[config.mk]
export PLATFORM = sky130hd
export DESIGN_NAME = port_source
export DESIGN_NICKNAME = d
export VERILOG_FILES = /design/src/rtl/tis_pkg.sv /design/src/rtl/port_source.sv
export SDC_FILE = /design/constraint.sdc
export NUM_CORES = 1
export LEC_CHECK = 0
export CORE_AREA = 2 2 177 179
export CTS_CLUSTER_SIZE = 25
export DETAILED_ROUTE_END_ITERATION = 10
export DIE_AREA = 0 0 179 181
export GPL_TIMING_DRIVEN = 0
export PLACE_DENSITY_LB_ADDON = 0.1
export RECOVER_POWER = 50
export SLEW_MARGIN = 30
export SYNTH_ARGS = -nofsm -noshare
export SYNTH_HDL_FRONTEND = slang
export SYNTH_SLANG_ARGS = --single-unit
[constraint.sdc]
create_clock -name clk -period 8.9 [get_ports clk]
set_clock_uncertainty 0.15 [all_clocks]
set_input_delay 0.89 -clock clk [delete_from_list [all_inputs] [get_ports clk]]
set_output_delay 0.89 -clock clk [all_outputs]
set_load 0.1 [all_outputs]
[src/rtl/tis_pkg.sv]
// Shared TIS word definitions: word width, saturation limits, the clamp
// helper and the port_source state encoding.
package tis_pkg;

   localparam int WORD_W = 11;

   typedef logic signed [WORD_W-1:0] tis_word_t;

   localparam tis_word_t TIS_MAX = 11'sd999;
   localparam tis_word_t TIS_MIN = -11'sd999;

   typedef enum logic [1:0] {
      IDLE = 2'd0,
      SEND = 2'd1,
      DONE = 2'd2
   } src_state_t;

   // Saturate a two's complement word into the TIS range [-999, 999].
   function automatic tis_word_t tis_clamp(input tis_word_t w);
      if (w > TIS_MAX) begin
         return TIS_MAX;
      end else if (w < TIS_MIN) begin
         return TIS_MIN;
      end else begin
         return w;
      end
   endfunction

endpackage

[src/rtl/port_source.sv]
// Writer end of the core port handshake: streams a fixed list of TIS words,
// one per accept, and reports progress (count) and completion (done).
//
// Handshake: write marks out as valid. A word is transferred on any rising
// edge where write=1 and wready=1; out is held unchanged until then. wready
// seen while write=0 has no effect. write never depends combinationally on
// wready, so the consumer may tie wready high.
module port_source
   import tis_pkg::*;
#(
   parameter int DEPTH = 39,
   parameter bit LOOP  = 1'b0
) (
   input  logic                       clk,
   input  logic                       rst,
   input  logic                       start,
   input  logic [$clog2(DEPTH+1)-1:0] len,
   input  tis_word_t                  seq [0:DEPTH-1],
   output logic                       write,
   output tis_word_t                  out,
   input  logic                       wready,
   output logic [7:0]                 count,
   output logic                       busy,
   output logic                       done
);

   localparam int LEN_W = $clog2(DEPTH+1);
   localparam int IDX_W = (DEPTH > 1) ? $clog2(DEPTH) : 1;

   src_state_t       state;
   logic [IDX_W-1:0] index;
   logic [IDX_W-1:0] next_index;
   logic [LEN_W-1:0] len_q;
   logic [LEN_W-1:0] len_eff;
   logic             last;

   // Length limiting, next position and end-of-list detection.
   always_comb begin
      len_eff    = (len > LEN_W'(DEPTH)) ? LEN_W'(DEPTH) : len;
      next_index = index + IDX_W'(1);
      last       = (LEN_W'(index) == (len_q - LEN_W'(1)));
   end

   assign busy  = (state == SEND);
   assign write = busy;

   // Sequencer: start loads the list, each accept advances it.
   always_ff @(posedge clk) begin
      if (rst) begin
         state <= IDLE;
         out   <= '0;
         count <= '0;
         done  <= 1'b0;
         index <= '0;
         len_q <= '0;
      end else begin
         case (state)
            SEND: begin
               if (wready) begin
                  if (count != 8'hFF) begin
                     count <= count + 8'd1;
                  end
                  if (!last) begin
                     index <= next_index;
                     out   <= tis_clamp(seq[next_index]);
                  end else if (LOOP) begin
                     index <= '0;
                     out   <= tis_clamp(seq[0]);
                  end else begin
                     // out keeps showing the final word after completion
                     state <= DONE;
                     done  <= 1'b1;
                  end
               end
            end
            default: begin
               // IDLE and DONE restart identically
               if (start) begin
                  count <= '0;
                  index <= '0;
                  len_q <= len_eff;
                  if (len_eff != '0) begin
                     state <= SEND;
                     done  <= 1'b0;
                     out   <= tis_clamp(seq[0]);
                  end else begin
                     state <= DONE;
                     done  <= 1'b1;
                  end
               end
            end
         endcase
      end
   end

endmodule
==> impl_metrics.prom, run 1 <==
# TYPE chip_impl_metric gauge
chip_impl_metric{name="maximum_number_of_pins_on_one_net_before_global_route_repair",unit=""} 12
chip_impl_metric{name="cts_buffers",unit=""} 5
chip_impl_metric{name="grtUsageTotal",unit=""} 0.231
chip_impl_metric{name="design.core.area",unit="µm²"} 30300
chip_impl_metric{name="floorplan.die.height",unit="µm"} 181
chip_impl_metric{name="drc_violation_total_after_the_first_tritonroute_iteration",unit=""} 442
chip_impl_metric{name="yosysWarnings",unit=""} 0
chip_impl_metric{name="finalHoldViolations",unit=""} 0
chip_impl_metric{name="route.antenna.remaining_nets",unit=""} 0
chip_impl_metric{name="design.final.nets",unit=""} 1502
chip_impl_metric{name="post_synthesis_mean_instance_area",unit="µm²"} 9.82
chip_impl_metric{name="timing_worst_slew_pin_value",unit="ns"} 1.26
chip_impl_metric{name="via_per_inst",unit=""} 4.96
chip_impl_metric{name="post_cts.resized_instances",unit=""} 0
chip_impl_info{name="rsz0062_at_grt",value="false"} 1
chip_impl_metric{name="maxSlewHeadroom",unit=""} 0.160
chip_impl_metric{name="final_std_cells_w_o_fill",unit=""} 1460
chip_impl_info{name="min-delay-start",value="done$_SDFFE_PP0P_"} 1
chip_impl_metric{name="synth_edf_count",unit=""} 0
chip_impl_metric{name="chipWidth",unit="µm"} 179
chip_impl_metric{name="min_path_cells",unit=""} 1
chip_impl_metric{name="antenna_found_initial",unit=""} 13
chip_impl_info{name="r2r_end",value="out[6]$_SDFFE_PP0P_"} 1
chip_impl_metric{name="syn_to_final_growth",unit="%"} 90.6
chip_impl_metric{name="sequential_cell_area",unit="µm²"} 681
chip_impl_metric{name="design_power_total",unit="µW"} 865
chip_impl_metric{name="floorplan.initialDensity",unit=""} 0.191
chip_impl_metric{name="fin_setup_tns",unit="ns"} 0
chip_impl_metric{name="clk_latency",unit="ns"} 0.28
chip_impl_metric{name="cts_hold_repair.buffers",unit=""} 0
chip_impl_metric{name="yosys.area_share.simple",unit=""} 0.174
chip_impl_metric{name="synth_compound_gate_area_share",unit=""} 0.158
chip_impl_info{name="run_status",value="finished, final reports clean"} 1
chip_impl_info{name="start_kind",value="register"} 1
chip_impl_info{name="min_path_type",value="reg -> reg"} 1
chip_impl_metric{name="finalMaxSlewViolations",unit=""} 0
chip_impl_metric{name="max_clk_rate",unit="MHz"} 213
chip_impl_metric{name="largest_fanout_on_the_critical_path",unit=""} 10
chip_impl_metric{name="drcViolationCount",unit=""} 0
chip_impl_info{name="postSynth.topFlopCell",value="sky130_fd_sc_hd__dfxtp_1"} 1
chip_impl_metric{name="clock_sink_count",unit=""} 34
chip_impl_info{name="largest_family_of_logic_cells_by_synthesized_area",value="multiplexers"} 1
chip_impl_metric{name="yosysSeqAreaShare",unit=""} 0.117
chip_impl_metric{name="synth_top_area_frac",unit=""} 0.380
chip_impl_metric{name="synth_fp_nets",unit=""} 1035
chip_impl_metric{name="worst-endpoint-required",unit="ns"} 8.91
chip_impl_metric{name="dieArea",unit="µm²"} 32400
chip_impl_metric{name="yosys.area_share.adder",unit=""} 0.0108
chip_impl_metric{name="synth-xor-area-share",unit=""} 0.0298
chip_impl_metric{name="gpl.final_weighted_congestion",unit=""} 0.866
chip_impl_metric{name="io-pin-count",unit=""} 461
chip_impl_info{name="post-synth-top-area-cell",value="sky130_fd_sc_hd__mux4_2"} 1
chip_impl_metric{name="dp_hpwl",unit="µm"} 33400
chip_impl_metric{name="clkTransAtPathRegs",unit="ns"} 0.06
chip_impl_metric{name="vias_in_the_first_global_route",unit=""} 7581
chip_impl_metric{name="io_buffer_count",unit=""} 460
chip_impl_metric{name="worst-r2r-cell-count",unit=""} 17
chip_impl_metric{name="grt_first_pass_wirelength",unit="µm"} 53600
chip_impl_info{name="synthTopCellsByCount",value="98 x sky130_fd_sc_hd__mux4_2, 80 x sky130_fd_sc_hd__nand2_1, 39 x sky130_fd_sc_hd__nor2_1"} 1
chip_impl_metric{name="detailed_routing_iterations_pass_1",unit=""} 5
chip_impl_info{name="synthTopCellsByArea",value="sky130_fd_sc_hd__mux4_2 38%, sky130_fd_sc_hd__dfxtp_1 12%, sky130_fd_sc_hd__nand2_1 5.2%"} 1
chip_impl_metric{name="synthMuxAreaShare",unit=""} 0.436
chip_impl_metric{name="min_period_over_period",unit=""} 0.527
chip_impl_metric{name="numPlacedInstances",unit=""} 1447
chip_impl_metric{name="avgRoutedWirePerCell",unit="µm"} 26.2
chip_impl_metric{name="flop_and_latch_count_out_of_synthesis",unit=""} 34
chip_impl_metric{name="r2r_setup_slack",unit="ns"} 4.21
chip_impl_metric{name="number_of_inserted_filler_cells_in_the_final_layout",unit=""} 3055
chip_impl_metric{name="post_synth_instance_area",unit="µm²"} 5800
chip_impl_info{name="clock_tree.root_cell",value="sky130_fd_sc_hd__clkbuf_16"} 1
chip_impl_metric{name="power_density",unit="nW/µm²"} 78.2
chip_impl_metric{name="cp_data_arrival_time",unit="ns"} 4.70
chip_impl_metric{name="final_period_minus_worst_setup_slack",unit="ns"} 4.69
chip_impl_metric{name="leakage_power",unit="nW"} 3.85
chip_impl_metric{name="syn-instance-count",unit=""} 591
chip_impl_metric{name="peakVddDrop",unit="V"} 0.0000725
chip_impl_metric{name="multiInputGateArea",unit="µm²"} 4690
chip_impl_info{name="tritoncts",value="done"} 1
chip_impl_metric{name="rows",unit=""} 64
chip_impl_info{name="path_class",value="reg -> reg"} 1
chip_impl_info{name="crit_path_end_kind",value="register"} 1
chip_impl_metric{name="timing.max_cap.violations",unit=""} 0
chip_impl_metric{name="yosys.cell_types.count",unit=""} 67
chip_impl_metric{name="asyncSetResetFlopFracSynth",unit=""} 0
chip_impl_metric{name="post-cts-setup-buffers",unit=""} 0
chip_impl_metric{name="setup_violations",unit=""} 0
chip_impl_metric{name="vias_after_detailed_routing",unit=""} 7237
chip_impl_metric{name="htree_num_levels",unit=""} 2
chip_impl_metric{name="routed_wl",unit="µm"} 38200
chip_impl_metric{name="grt_remaining_overflow",unit=""} 0
chip_impl_info{name="hold_path_end",value="done$_SDFFE_PP0P_"} 1
chip_impl_metric{name="drive_above_1_share",unit=""} 0.167
chip_impl_metric{name="ctsLongestPathBuffers",unit=""} 2
chip_impl_info{name="post-synth-top-count-cell",value="sky130_fd_sc_hd__mux4_2"} 1
chip_impl_info{name="worst_r2r_startpoint",value="index[0]$_SDFFE_PP0P_"} 1
[routing by layer]
layer  routed length, µm  global-route usage  up-vias
met1               14900               0.282     3544
met3                2710              0.0570       40
met2               19800               0.412      335
li1                    -                   -     3302
met4                 615              0.0390       16
met5                 108                   0        -
[flip-flops by register name (all words and copies together) (netlist names)]
register and cells:
count 8, done 1, index 6, len_q 6
out 11, state 2
[power breakdown]
| part | total (mW) | switching [mW] | internal [mW] |
|---|---|---|---|
| registers | 0.169 | 0.00755 | 0.161 |
| clock network | 0.173 | 0.0620 | 0.111 |
| logic | 0.523 | 0.223 | 0.300 |
| total | 0.865 | 0.292 | 0.572 |
[cells in the final DEF, fill, tap and decap left out, types with 6 or more instances in the layout]
cell type | synthesis | routed
sky130_fd_sc_hd__xor2_1 | 7 | 7
sky130_fd_sc_hd__a21oi_1 | 26 | 26
sky130_fd_sc_hd__inv_1 | 15 | 15
sky130_fd_sc_hd__and3_1 | 8 | 8
sky130_fd_sc_hd__mux4_2 | 98 | 98
sky130_fd_sc_hd__mux2_2 | 10 | 10
sky130_fd_sc_hd__a31oi_1 | 9 | 9
sky130_fd_sc_hd__dlygate4sd3_1 | 0 | 14
sky130_fd_sc_hd__a22oi_1 | 12 | 12
sky130_fd_sc_hd__nand2b_1 | 6 | 6
sky130_fd_sc_hd__mux2i_1 | 20 | 20
sky130_fd_sc_hd__dfxtp_1 | 34 | 34
sky130_fd_sc_hd__nor2_1 | 39 | 39
sky130_fd_sc_hd__o21a_1 | 7 | 7
sky130_fd_sc_hd__buf_2 | 13 | 13
sky130_fd_sc_hd__clkdlybuf4s50_1 | 0 | 445
sky130_fd_sc_hd__nand3_1 | 35 | 35
sky130_fd_sc_hd__nand2_1 | 80 | 80
sky130_fd_sc_hd__o21ai_0 | 19 | 20
sky130_fd_sc_hd__a221oi_1 | 9 | 9
sky130_fd_sc_hd__a211oi_1 | 6 | 6
sky130_fd_sc_hd__nor3_1 | 12 | 12
sky130_fd_sc_hd__buf_6 | 11 | 11
sky130_fd_sc_hd__clkbuf_1 | 10 | 12
sky130_fd_sc_hd__buf_4 | 16 | 16
[cell type report]
cell class	instances	area share
Antenna cell	5	0.00113
Clock buffer	7	0.0129
Timing Repair Buffer	460	0.416
Buffer	54	0.0338
Clock inverter	1	0.000453
Tap cell	396	0.0448
Inverter	15	0.00509
Sequential cell	34	0.0616
Multi-Input combinational cell	488	0.424
[worst max path at each step]
stage                           from             endpoint  slack (ns)
6_report       index[0]$_SDFFE_PP0P_  out[6]$_SDFFE_PP0P_        4.21
5_1_grt        index[0]$_SDFFE_PP0P_  out[6]$_SDFFE_PP0P_        3.81
4_1_cts        index[0]$_SDFFE_PP0P_  out[6]$_SDFFE_PP0P_        4.15
3_5_place_dp   index[0]$_SDFFE_PP0P_  out[6]$_SDFFE_PP0P_        4.18
3_3_place_gp   index[0]$_SDFFE_PP0P_  out[6]$_SDFFE_PP0P_        4.19
2_1_floorplan               seq[273]  out[3]$_SDFFE_PP0P_        5.37
[through the flow]
step           setup slack (ns)  instance area, µm²  hold WS [ns]   util
3_5_place_dp               4.18               10900         0.300  0.359
4_1_cts                    4.15               11000         0.316  0.364
2_1_floorplan              5.37                5800         0.282      -
5_1_grt                    3.81               11100         0.329  0.364
6_report                   4.21               11100         0.307  0.364
3_3_place_gp               4.19               10900         0.297  0.359
[cell families (layout without fill, tap and decap cells)]
family | Yosys count | count (layout)
XOR/XNOR | 15 | 15
buffers and inverters | 69 | 537
other | 0 | 5
flip-flops | 34 | 34
adder cells (fa/ha/maj) | 5 | 5
AO/OA/AOI/OAI | 127 | 127
multiplexers | 129 | 129
AND/OR/NAND/NOR | 212 | 212
[worst max-delay path, stage by stage (launching register included)]
cell	delay [ns]
sky130_fd_sc_hd__dfxtp_1	0.33
sky130_fd_sc_hd__ha_1	0.19
sky130_fd_sc_hd__buf_4	0.18
sky130_fd_sc_hd__xnor2_2	0.55
sky130_fd_sc_hd__clkbuf_1	0.45
sky130_fd_sc_hd__buf_1	0.48
sky130_fd_sc_hd__nand2_1	0.09
sky130_fd_sc_hd__nand3_1	0.12
sky130_fd_sc_hd__nand3_1	0.09
sky130_fd_sc_hd__o21ai_0	0.19
sky130_fd_sc_hd__a31oi_1	0.15
sky130_fd_sc_hd__a311oi_1	0.36
sky130_fd_sc_hd__o31ai_1	0.11
sky130_fd_sc_hd__ha_1	0.28
sky130_fd_sc_hd__clkbuf_1	0.38
sky130_fd_sc_hd__a21oi_1	0.13
sky130_fd_sc_hd__a211oi_1	0.24
sky130_fd_sc_hd__a21oi_1	0.09
(Power assumes the default switching activity.)
==> run 2: changes to the inputs <==
- clock period: 8.9 -> 4 ns (I/O delays scaled with it)
==> impl_metrics.prom, run 2 (same netlist as run 1, synthesis figures left out) <==
# TYPE chip_impl_metric gauge
chip_impl_metric{name="maximum_number_of_pins_on_one_net_before_global_route_repair",unit=""} 20
chip_impl_metric{name="design.core.area",unit="µm²"} 30300
chip_impl_metric{name="drc_violation_total_after_the_first_tritonroute_iteration",unit=""} 393
chip_impl_metric{name="drive_above_1_share",unit=""} 0.198
chip_impl_info{name="path_class",value="reg -> reg"} 1
chip_impl_metric{name="maxSlewHeadroom",unit=""} 0.164
chip_impl_metric{name="vias_in_the_first_global_route",unit=""} 7619
chip_impl_info{name="cp_cell_sequence",value="ha_1 -> buf_8 -> xor2_4 -> buf_6 -> mux4_2 -> mux2i_1 -> a221oi_2 -> nand3_1 -> o21a_1 -> a311oi_4 -> o31ai_2 -> ha_2 -> buf_4 -> nor2_1 -> a21oi_1 -> a31oi_1"} 1
chip_impl_metric{name="design.final.nets",unit=""} 1516
chip_impl_metric{name="final_period_minus_worst_setup_slack",unit="ns"} 3.83
chip_impl_metric{name="worst-endpoint-required",unit="ns"} 4.05
chip_impl_metric{name="critical_path_buf_inv_count",unit=""} 3
chip_impl_info{name="worst_path_max_delay_cell",value="sky130_fd_sc_hd__mux2i_1"} 1
chip_impl_metric{name="min_path_cells",unit=""} 1
chip_impl_info{name="crit_start",value="index[0]$_SDFFE_PP0P_"} 1
chip_impl_metric{name="floorplan.die.height",unit="µm"} 181
chip_impl_metric{name="detailed_routing_iterations_pass_1",unit=""} 5
chip_impl_info{name="worst_r2r_startpoint",value="index[0]$_SDFFE_PP0P_"} 1
chip_impl_metric{name="antenna_found_initial",unit=""} 12
chip_impl_metric{name="grt_use_met2",unit=""} 0.413
chip_impl_metric{name="grt_first_pass_wirelength",unit="µm"} 53600
chip_impl_metric{name="leakage_power",unit="nW"} 4.00
chip_impl_info{name="start_kind",value="register"} 1
chip_impl_metric{name="grt_util_met3",unit=""} 0.0581
chip_impl_metric{name="worst-r2r-cell-count",unit=""} 16
chip_impl_metric{name="clkTransAtPathRegs",unit="ns"} 0.06
chip_impl_metric{name="io-pin-count",unit=""} 461
chip_impl_info{name="biggestRegsByFlops",value="out x11, count x8"} 1
chip_impl_info{name="min_path_type",value="reg -> reg"} 1
chip_impl_metric{name="number_of_inserted_filler_cells_in_the_final_layout",unit=""} 3024
chip_impl_metric{name="clock_sink_count",unit=""} 34
chip_impl_info{name="r2r_end",value="out[8]$_SDFFE_PP0P_"} 1
chip_impl_metric{name="dieArea",unit="µm²"} 32400
chip_impl_metric{name="timing.max_cap.violations",unit=""} 0
chip_impl_metric{name="grt_remaining_overflow",unit=""} 0
chip_impl_info{name="hold_path_end",value="done$_SDFFE_PP0P_"} 1
chip_impl_metric{name="route.antenna.remaining_nets",unit=""} 0
chip_impl_metric{name="min_period_over_period",unit=""} 0.959
chip_impl_metric{name="vias_after_detailed_routing",unit=""} 7299
chip_impl_metric{name="timing.critical_path.slowest_cell_delay",unit="ns"} 0.40
chip_impl_metric{name="syn_to_final_growth",unit="%"} 98.1
chip_impl_metric{name="finalHoldViolations",unit=""} 0
chip_impl_metric{name="peakVddDrop",unit="V"} 0.000162
chip_impl_info{name="rsz0062_at_grt",value="false"} 1
chip_impl_info{name="clock_tree.root_cell",value="sky130_fd_sc_hd__clkbuf_16"} 1
chip_impl_metric{name="grtUsageTotal",unit=""} 0.231
chip_impl_metric{name="largest_register_ffs",unit=""} 11
chip_impl_info{name="min-delay-start",value="done$_SDFFE_PP0P_"} 1
chip_impl_metric{name="dp_hpwl",unit="µm"} 33400
chip_impl_metric{name="grt.met1_usage",unit=""} 0.280
chip_impl_metric{name="finalMaxSlewViolations",unit=""} 0
chip_impl_metric{name="routed_wl",unit="µm"} 38500
chip_impl_metric{name="r2r_setup_slack",unit="ns"} 0.17
chip_impl_metric{name="timing_worst_slew_pin_value",unit="ns"} 1.26
chip_impl_metric{name="chipWidth",unit="µm"} 179
chip_impl_metric{name="via_per_inst",unit=""} 4.96
chip_impl_metric{name="rows",unit=""} 64
chip_impl_metric{name="io_buffer_count",unit=""} 460
chip_impl_info{name="layout.cells.most_common_list",value="439 x sky130_fd_sc_hd__clkdlybuf4s50_1, 98 x sky130_fd_sc_hd__mux4_2, 80 x sky130_fd_sc_hd__nand2_1, 38 x sky130_fd_sc_hd__nor2_1, 34 x sky130_fd_sc_hd__nand3_1"} 1
chip_impl_info{name="mostFrequentLayoutCell",value="sky130_fd_sc_hd__clkdlybuf4s50_1"} 1
chip_impl_metric{name="clk_latency",unit="ns"} 0.28
chip_impl_metric{name="max_clk_rate",unit="MHz"} 261
chip_impl_metric{name="post-route-cell-area",unit="µm²"} 11500
chip_impl_info{name="crit_path_end_kind",value="register"} 1
chip_impl_info{name="cpLargestDelayFamily",value="compound AO/OA/AOI/OAI gates"} 1
chip_impl_metric{name="cp_data_arrival_time",unit="ns"} 3.88
chip_impl_metric{name="dpl_cell_area",unit="µm²"} 10900
chip_impl_info{name="tritoncts",value="done"} 1
chip_impl_metric{name="largest_fanout_on_the_critical_path",unit=""} 10
chip_impl_metric{name="avgRoutedWirePerCell",unit="µm"} 26.2
chip_impl_metric{name="htree_num_levels",unit=""} 2
chip_impl_metric{name="drcViolationCount",unit=""} 0
chip_impl_metric{name="layout.core_utilization",unit=""} 0.379
chip_impl_metric{name="cts_hold_repair.buffers",unit=""} 0
chip_impl_metric{name="ctsLongestPathBuffers",unit=""} 2
chip_impl_metric{name="gpl.final_weighted_congestion",unit=""} 0.866
chip_impl_info{name="registers.top_by_ff_count",value="out"} 1
chip_impl_metric{name="power_density",unit="nW/µm²"} 172
chip_impl_metric{name="cts_buffers",unit=""} 5
chip_impl_info{name="run_status",value="finished, final reports clean"} 1
chip_impl_metric{name="floorplan.initialDensity",unit=""} 0.191
chip_impl_metric{name="setup_violations",unit=""} 0
chip_impl_info{name="globalRoute.busiestLayer",value="met2"} 1
==> run 2: cell types whose count changed in the layout (fill, tap and decap cells not counted), sizes merged <==
cell,change
buf,+14
clkbuf,-1
clkdlybuf4s50,-6
diode,-1
dlygate4sd3,+6
xnor2,+1
==> run 2: timing repair <==
| action | in CTS | in global routing |
|---|---|---|
| setup endpoints to repair | 11 | 10 |
| gates resized for setup | 23 | 59 |
| gates cloned | 0 | 1 |
| hold endpoints to repair | 0 | 0 |
| pin swaps | 3 | 8 |
| setup buffers | 4 | 11 |
==> run 2: how the worst max path moves through the flow <==
stage                                endpoint  slack, ns  cells past startpoint
after global placement    out[6]$_SDFFE_PP0P_      -0.71                     17
after global routing      out[0]$_SDFFE_PP0P_     0.0009                     14
after CTS                 out[1]$_SDFFE_PP0P_     -0.006                     15
after floorplan           out[3]$_SDFFE_PP0P_       0.48                     17
final                     out[8]$_SDFFE_PP0P_       0.17                     16
after detailed placement  out[6]$_SDFFE_PP0P_      -0.72                     17
==> run 2: worst register-to-register path: stages (launching register included) <==
cell	delay, ns
sky130_fd_sc_hd__dfxtp_2	0.36
sky130_fd_sc_hd__ha_1	0.19
sky130_fd_sc_hd__buf_8	0.18
sky130_fd_sc_hd__xor2_4	0.26
sky130_fd_sc_hd__buf_6	0.20
sky130_fd_sc_hd__mux4_2	0.31
sky130_fd_sc_hd__mux2i_1	0.40
sky130_fd_sc_hd__a221oi_2	0.16
sky130_fd_sc_hd__nand3_1	0.16
sky130_fd_sc_hd__o21a_1	0.20
sky130_fd_sc_hd__a311oi_4	0.06
sky130_fd_sc_hd__o31ai_2	0.21
sky130_fd_sc_hd__ha_2	0.35
sky130_fd_sc_hd__buf_4	0.18
sky130_fd_sc_hd__nor2_1	0.15
sky130_fd_sc_hd__a21oi_1	0.06
sky130_fd_sc_hd__a31oi_1	0.17
==> run 2: area by class of cell <==
cell class | instances | area [µm²] | area share
buffer | 52 | 547 | 0.0476
antenna | 4 | 10.0 | 0.000871
timing repair buffer | 475 | 4710 | 0.410
clock inverter | 1 | 5.00 | 0.000435
sequential | 34 | 682 | 0.0593
multi-input combinational | 489 | 4850 | 0.422
inverter | 15 | 56.3 | 0.00490
tap | 396 | 495 | 0.0431
clock buffer | 7 | 143 | 0.0124
==> run 2: report_power, final <==
part	internal (mW)	switching, mW	total, mW
registers	0.359	0.0167	0.376
clock network	0.247	0.141	0.388
logic	0.701	0.510	1.21
==> run 2: routing by layer <==
metal  vias to the layer above  share of wire
met5                         -         0.0026
met2                       309           0.51
met1                      3595           0.39
li1                       3327              -
met4                        16          0.020
met3                        52          0.070
==> run 2: per-stage QoR <==
stage	TNS (ns)	hold slack [ns]	std cells	worst slack [ns]	power, mW
CTS	-0.0130	0.316	1457	-0.00648	1.96
floorplan	0	0.282	591	0.484	0.931
global placement	-6.60	0.297	1447	-0.713	1.55
detailed placement	-6.55	0.300	1447	-0.722	1.55
global route	0	0.329	1472	0.000908	2.07
finish	0	0.307	1473	0.166	1.97
